`config.mk`:
```
export PLATFORM = sky130hd
export DESIGN_NAME = multi_tick_gen
export DESIGN_NICKNAME = d
export VERILOG_FILES = /design/src/rtl/multi_tick_gen_pkg.sv /design/src/rtl/tick_chan.sv /design/src/rtl/multi_tick_gen.sv
export SDC_FILE = /design/constraint.sdc
export NUM_CORES = 1
export LEC_CHECK = 0
export CAP_MARGIN = 0
export CORE_ASPECT_RATIO = 1.25
export CORE_MARGIN = 1.5
export CORE_UTILIZATION = 49
export CTS_CLUSTER_SIZE = 20
export DETAILED_ROUTE_END_ITERATION = 8
export GPL_TIMING_DRIVEN = 0
export PLACE_DENSITY = 0.77
export SYNTH_ARGS = -nofsm -noshare
export SYNTH_HDL_FRONTEND = slang
export SYNTH_HIERARCHICAL = 1
export SYNTH_SLANG_ARGS = --single-unit
```
`constraint.sdc`:
```
create_clock -name clk -period 3.5 [get_ports clk]
set_input_delay 1.05 -clock clk [delete_from_list [all_inputs] [get_ports clk]]
set_output_delay 1.05 -clock clk [all_outputs]
set_load 0.03 [all_outputs]
```
`src/rtl/multi_tick_gen_pkg.sv`:
```
// Shared types and helpers for the multi-channel divided-clock / strobe generator.
package multi_tick_gen_pkg;

  typedef enum logic [1:0] {
    CH_IDLE,
    CH_DELAY,
    CH_RUN,
    CH_HALT
  } ch_state_t;

  typedef enum logic [1:0] {
    G_IDLE,
    G_RUN,
    G_DONE
  } g_state_t;

  // A programmed half-period of 0 behaves exactly like 1.
  function automatic logic [63:0] clamp_half(input logic [63:0] hp);
    return (hp == 64'd0) ? 64'd1 : hp;
  endfunction

endpackage

```
`src/rtl/tick_chan.sv`:
```
// One generator channel: phase delay, half-period down-counter, square wave,
// rising-edge strobe and rising-edge counter.
module tick_chan
  import multi_tick_gen_pkg::*;
#(
  parameter int CNT_W = 16,
  parameter int CYC_W = 8,
  parameter bit SAT   = 1'b0
) (
  input  logic             clk,
  input  logic             rst_n,
  input  logic             go,
  input  logic             halt,
  input  logic             clr,
  input  logic [CNT_W-1:0] half_period,
  input  logic [CNT_W-1:0] phase,
  output logic             gen_clk,
  output logic             rise,
  output logic [CYC_W-1:0] cyc,
  output logic             will_rise
);

  ch_state_t        state;
  logic [CNT_W-1:0] cnt;
  logic [CNT_W-1:0] h_r;
  logic [CNT_W-1:0] h_eff;

  assign h_eff     = CNT_W'(clamp_half(64'(half_period)));
  assign will_rise = (state == CH_RUN) && (cnt == '0) && !gen_clk;

  always_ff @(posedge clk or negedge rst_n) begin
    if (!rst_n) begin
      state   <= CH_IDLE;
      cnt     <= '0;
      h_r     <= '0;
      gen_clk <= 1'b0;
      rise    <= 1'b0;
      cyc     <= '0;
    end else if (clr) begin
      state   <= CH_IDLE;
      cnt     <= '0;
      h_r     <= '0;
      gen_clk <= 1'b0;
      rise    <= 1'b0;
      cyc     <= '0;
    end else if (go) begin
      h_r     <= h_eff;
      gen_clk <= 1'b0;
      rise    <= 1'b0;
      cyc     <= '0;
      if (phase == '0) begin
        state <= CH_RUN;
        cnt   <= h_eff - 1'b1;
      end else begin
        state <= CH_DELAY;
        cnt   <= phase - 1'b1;
      end
    end else begin
      rise <= 1'b0;
      // The terminal edge still performs its normal update; HALT only freezes later edges.
      case (state)
        CH_DELAY: begin
          if (cnt == '0) begin
            state <= CH_RUN;
            cnt   <= h_r - 1'b1;
          end else begin
            cnt <= cnt - 1'b1;
          end
          if (halt) state <= CH_HALT;
        end
        CH_RUN: begin
          if (cnt == '0) begin
            cnt     <= h_r - 1'b1;
            gen_clk <= ~gen_clk;
            if (!gen_clk) begin
              rise <= 1'b1;
              if (!(SAT && (cyc == '1))) cyc <= cyc + 1'b1;
            end
          end else begin
            cnt <= cnt - 1'b1;
          end
          if (halt) state <= CH_HALT;
        end
        default: ;
      endcase
    end
  end

endmodule

```
`src/rtl/multi_tick_gen.sv`:
```
// Multi-channel divided-clock and strobe generator with a global run FSM that
// stops every channel once channel 0 reaches its terminal rising-edge count.
module multi_tick_gen
  import multi_tick_gen_pkg::*;
#(
  parameter int NUM_CH = 2,
  parameter int CNT_W  = 16,
  parameter int CYC_W  = 8
) (
  input  logic                    clk,
  input  logic                    rst_n,
  input  logic                    start,
  input  logic                    clear,
  input  logic [NUM_CH*CNT_W-1:0] half_period,
  input  logic [NUM_CH*CNT_W-1:0] phase,
  input  logic [CYC_W-1:0]        max_cyc,
  output logic [NUM_CH-1:0]       gen_clk,
  output logic [NUM_CH-1:0]       rise,
  output logic [NUM_CH*CYC_W-1:0] cyc,
  output logic [NUM_CH-1:0]       parity,
  output logic                    busy,
  output logic                    done
);

  g_state_t         g_state;
  logic [CYC_W-1:0] max_r;
  logic [NUM_CH-1:0] will_rise;
  logic             accept;
  logic             term;

  assign accept = start && !clear && (g_state != G_RUN);
  // An all-ones terminal count is unreachable since channel 0 saturates there.
  assign term   = (g_state == G_RUN) && will_rise[0] &&
                  (cyc[CYC_W-1:0] == max_r) && (max_r != '1);

  always_ff @(posedge clk or negedge rst_n) begin
    if (!rst_n) begin
      g_state <= G_IDLE;
      max_r   <= '0;
      busy    <= 1'b0;
      done    <= 1'b0;
    end else if (clear) begin
      g_state <= G_IDLE;
      busy    <= 1'b0;
      done    <= 1'b0;
    end else if (accept) begin
      g_state <= G_RUN;
      max_r   <= max_cyc;
      busy    <= 1'b1;
      done    <= 1'b0;
    end else if (term) begin
      g_state <= G_DONE;
      busy    <= 1'b0;
      done    <= 1'b1;
    end
  end

  for (genvar g = 0; g < NUM_CH; g++) begin : g_ch
    tick_chan #(
      .CNT_W(CNT_W),
      .CYC_W(CYC_W),
      .SAT  (g == 0)
    ) u_chan (
      .clk        (clk),
      .rst_n      (rst_n),
      .go         (accept),
      .halt       (term),
      .clr        (clear),
      .half_period(half_period[g*CNT_W +: CNT_W]),
      .phase      (phase[g*CNT_W +: CNT_W]),
      .gen_clk    (gen_clk[g]),
      .rise       (rise[g]),
      .cyc        (cyc[g*CYC_W +: CYC_W]),
      .will_rise  (will_rise[g])
    );
    assign parity[g] = cyc[g*CYC_W];
  end

endmodule
```
[Word-level counts from Yosys, hierarchy flattened]
Index checks and enable logic that the tools add are counted.
Storage, ports and cells
  logic and storage cells: 146
  register bits after elaboration: 100
  output and inout bits: 24
  bits of input ports: 76
Cells by class
  mux-type cells: 67
  bitwise gates (word level): 3
  equal/unequal tests: 16
  add/subtract/negate cells: 10
  reductions and logical operators: 34
Operators with widths (number)
  $mux 16: 16
  $sub 16x1->16 const B: 8
  $logic_not 16->1: 6
  $mux 8: 11
  $mux 2: 14
  $mux 1: 24
  $reduce_bool 3->1: 7
  $add 8x1->8 const B: 2
  $ne 3x3->1 const B: 3
  $reduce_and 3->1: 3
  $eq 8x8->1: 1
  $eq 8x8->1 const B: 1
  $ne 8x8->1 const B: 1
  $pmux 2 s2: 2
  $reduce_bool 4->1: 2
  $logic_and 1x1->1: 7
  $eq 2x1->1 const B: 3
  $reduce_and 2->1: 3
  $ne 5x3->1 const B: 1
  $ne 5x4->1 const B: 1
  $eq 2x2->1 const B: 2
  $ne 4x3->1 const B: 1
  $ne 4x4->1 const B: 1
  $reduce_and 4->1: 1
  5 further kinds: 9

[Logic depth before layout (Yosys ltp)]
  word-level depth: 10
  depth in mapped cells: 15
  depth with buffers taken out: 13

[Cells and area by module]
Netlist, hierarchy kept.
By module, submodules not included
  tick_chan at g_ch[0].u_chan: area an instance 2673.8 sq um, times used 1, cells an instance 289, seq. area each 1101.1 sq um
  tick_chan at g_ch[1].u_chan: area an instance 2626.3 sq um, times used 1, cells an instance 277, seq. area each 1101.1 sq um
  multi_tick_gen: area an instance 533.0 sq um, times used 1, cells an instance 42, seq. area each 250.2 sq um

[Least setup slack after synthesis]
Ideal clock, no wire load.
  path type: input-to-reg
  start: input start
  end: register g_ch[0].u_chan.cnt[14]
  arrival time: 4.225 ns
  path slack: -0.794 ns
  stages: 13
  setup time: 0.069 ns
  path buffers: 4
  required time: 3.431 ns
  cells stage by stage: nand2_2 > nor2_8 > clkbuf_1 > clkbuf_1 > clkbuf_1 > buf_1 > a21o_1 > ha_1 > inv_1 > a221oi_1 > nand2_1 > or4_1 > nand3_1
On the way
  cells in the longest elaborated chain, start to end: 4
  elaborated cells between the ends (all ways): 5
  those cells by class: 2 x mux; 3 x reduce/logical
RTL lines
  from (decl): line multi_tick_gen.sv:12  | input logic start,
  $logic_and 1x1->1 (*) (2 in a row): line multi_tick_gen.sv:31  | assign accept = start && !clear && (g_state != G_RUN);
  named net accept: line multi_tick_gen.sv:28  | logic accept;
  $mux 16: line tick_chan.sv:46  | end else if (go) begin
  $mux 16: line tick_chan.sv:39  | end else if (clr) begin
  to (signal assigned): line tick_chan.sv:53  | cnt <= h_eff - 1'b1;
  to (signal assigned): line tick_chan.sv:56  | cnt <= phase - 1'b1;
  to (signal assigned): line tick_chan.sv:65  | cnt <= h_r - 1'b1;
  to (decl): line tick_chan.sv:24  | logic [CNT_W-1:0] cnt;
The timed path passes the listed nets; every way through them passes the cells marked *.
A chain may end at the register's enable or synchronous reset.

[Worst setup path in the final report]
  start: input clear
  end: register g_ch[1].u_chan.cnt[14]
On the way
  cells in the longest elaborated chain, start to end: 5
  elaborated cells between the ends (all ways): 6
  those cells by class: 2 x mux; 4 x reduce/logical
RTL lines
  from (decl): line multi_tick_gen.sv:13  | input logic clear,
  $logic_not 1->1 (*): line multi_tick_gen.sv:31
  $logic_and 1x1->1 (*) (2 in a row): line multi_tick_gen.sv:31
  named net accept: line multi_tick_gen.sv:28
  $mux 16: line tick_chan.sv:46
  $mux 16: line tick_chan.sv:39
  to (signal assigned): line tick_chan.sv:53
  to (signal assigned): line tick_chan.sv:56
  to (signal assigned): line tick_chan.sv:65
  to (decl): line tick_chan.sv:24
Marks and branches as above.

==> metrics.txt <==
largest family of logic cells by synthesized area compound AO/OA/AOI/OAI gates; post-DR vias/cell 6.15; Top Ports 100; adder-cell share of the synthesized area 0.0172; WS Path Type input pin to register; Post-DRT Antenna Nets 0; Tmin final 3500 ps; Worst Setup End Kind register; count leader, synth dfrtp_1; fill count 898; PwrDens 491 nW/µm²; Max Cap Violations 0; Clock Skew 8.26 ps; core footprint 11600 µm²; status finished with violations; asr flop ratio synth 1.00; Slew Viols, Final 0; Critical Path Start Type input pin; Syn Nets 692; CTS tree yes; Post-layout nets 832; Congestion Overflow GR 0; Worst Max-Slew Pin Slew 738 ps; number of global-route vias before repair 5592; Data required, critical path 3780 ps; synthesized area 5830 µm²; Tot GR Track Use 0.287; largest buffer count on any clock path 2; Post-Place Cell Area 7150 µm²; routability congestion estimate 0.967; drt total wl 17.8 mm; Worst Path Max Fanout 11; Min Hold Slack 534 ps; XOR/XNOR Fraction of Synth Area 0.0601; post-synthesis compound-gate area fraction 0.208; final setup margin -4.36 ps; first-pass GRT wire length 28.4 mm; Routed wire per std cell 19.5 µm; syn avg cell area 9.59 µm²; Pre-antenna DRT Iters 7; fmax 0.285 GHz; YS warnings 6; IO buf count 99; Synth area leader dfrtp_1; drc violations 0; die height 125 µm; fin crit share 1.00; worst hold path type register to register; Final Hold Viols 0; pin count of the biggest net entering global routing 58; CTS Hold Bufs 0; Final Cell Area 7970 µm²; Peak supply drop 0.000369 V; CP arrival 3790 ps; CTS root buf clkbuf_16; Area Growth Syn to Fin 36.7%; Die X 101 µm; synthesis-stage register bit count 98; top cell type's share of synthesized area 0.420; Inserted Clock Buffers 9; CTS H-tree depth 3; Die ar. 12600 µm²; top post-synthesis cells by area dfrtp_1 (42%), mux2i_1 (5.5%), a211o_1 (5.0%); Num Clock Sinks 98; Skew-Pair Late Insertion Delay 350 ps; share of layout cells above drive strength 1 0.157; half-perimeter wire length after detailed placement 12.7 mm; synth unique cells 66; number of synthesized flops with an enable pin 0; register area share after synthesis 0.420; Worst-path clk slew 80 ps; DR iter-0 viols 285; post-synthesis mux area share 0.0704; leakage power 0.00362 µW; final setup fails 1; FF+latch area 2450 µm²; initial antenna violation count 0; vias 5625; Synth Flop Type dfrtp_1; Ant. Diodes 0; Gate Count Post-Synth 608; row cnt 44; area of the multi-input gates 3410 µm²; Synth top cells by count dfrtp_1 (98), nor2_1 (69), nand2_1 (39), a211o_1 (33), mux2i_1 (32); Synth Area in Simple Gates 0.187; Initial Utilization 0.502; Max-slew headroom 0.508; violated checks negative setup slack
[flip-flops by register name (all words and copies together), names as in the netlist]
signal	cells
g_ch.u_chan/rise	2
g_ch.u_chan/cnt	32
g_ch.u_chan/cyc	16
g_ch.u_chan/gen_clk	2
max_r	8
done	1
g_ch.u_chan/h_r	32
g_state	1
g_ch.u_chan/state	4
[cells in the final DEF, fill, tap and decap left out, types with 14 or more instances in the layout]
cell | netlist | layout
mux2i_1 | 32 | 32
buf_4 | 2 | 37
inv_1 | 15 | 14
nand4_1 | 15 | 15
nand2_1 | 39 | 38
a211o_1 | 33 | 33
nor2_1 | 69 | 69
clkdlybuf4s50_1 | 0 | 48
a21oi_1 | 25 | 25
dlymetal6s2s_1 | 0 | 31
xor2_1 | 18 | 18
o21ai_0 | 20 | 20
nor4_1 | 25 | 14
dfrtp_1 | 98 | 98
a211oi_1 | 28 | 22
dlygate4sd2_1 | 0 | 14
xnor2_1 | 22 | 22
[power breakdown]
| part | internal, µW | switching (µW) |
|---|---|---|
| combinational | 682 | 799 |
| clock | 503 | 489 |
| sequential | 1280 | 160 |
| total | 2460 | 1450 |
[metrics by stage]
step           instances  setup slack (ps)  power (µW)  utilization  setup TNS (ps)
4_1_cts              906            0.0200        3840        0.668               0
3_5_place_dp         869             -1420        2700        0.615          -41400
3_3_place_gp         868             -2270        2660        0.613         -260960
5_1_grt              914             -39.2        4110        0.686           -76.8
6_report             914             -4.36        3910        0.686           -4.36
2_1_floorplan        608             -40.4        2290            -           -40.4
[critical path, cell delays in order]
cell and delay [ps]:
buf_4 170, nor2_8 110, buf_8 140, inv_6 60, clkbuf_16 160, a211oi_4 240
or2_4 170, ha_4 120, inv_1 60, a2111o_1 430, o2bb2a_4 220, buf_4 120
nand3_4 80, or4b_4 550, nand3_2 80
[per-layer routing]
layer | GRT usage | share of wire | routed length [µm]
met2 | 0.494 | 0.51 | 9060
met3 | 0.0509 | 0.057 | 1010
met5 | 0 | 0 | 0
met4 | 0.115 | 0.032 | 570
met1 | 0.353 | 0.40 | 7150
[worst paths after layout]
check | from | end | slack [ps] | depth (start not counted)
worst max register to register | g_ch[1].u_chan/cnt[2] | g_ch[1].u_chan/cnt[10] | 40 | 15
worst min register to register | g_ch[0].u_chan/gen_clk | g_ch[0].u_chan/rise | 530 | 1
worst min-delay path | g_ch[0].u_chan/gen_clk | g_ch[0].u_chan/rise | 530 | 1
max in group asynchronous | rst_n | max_r[7] | 2100 | 2
worst max-delay path | clear | g_ch[1].u_chan/cnt[14] | -4 | 15
min in group asynchronous | rst_n | g_ch[0].u_chan/h_r[5] | 700 | 1
[cells by family after synthesis]
logic type               count (synthesis)
AO/OA/AOI/OAI                          163
XOR/XNOR                                40
multiplexers                            40
flip-flops                              98
buffers and inverters                   49
AND/OR/NAND/NOR                        210
adder cells (fa/ha/maj)                  8
[what timing repair did]
action | in CTS | in global routing
setup endpoints to repair | 38 | 15
pin swaps | 20 | 16
buffers inserted | 22 | 10
gates resized for setup | 56 | 58
[area by class of cell]
class | count | share of cell area
buffer | 30 | 0.0289
clock buffer | 9 | 0.0283
clock inverter | 7 | 0.00895
inverter | 16 | 0.00816
multi-input combinational | 461 | 0.428
sequential | 98 | 0.308
tap | 161 | 0.0253
timing repair buffer | 132 | 0.165
No activity file was read; power rests on OpenSTA's default activity.
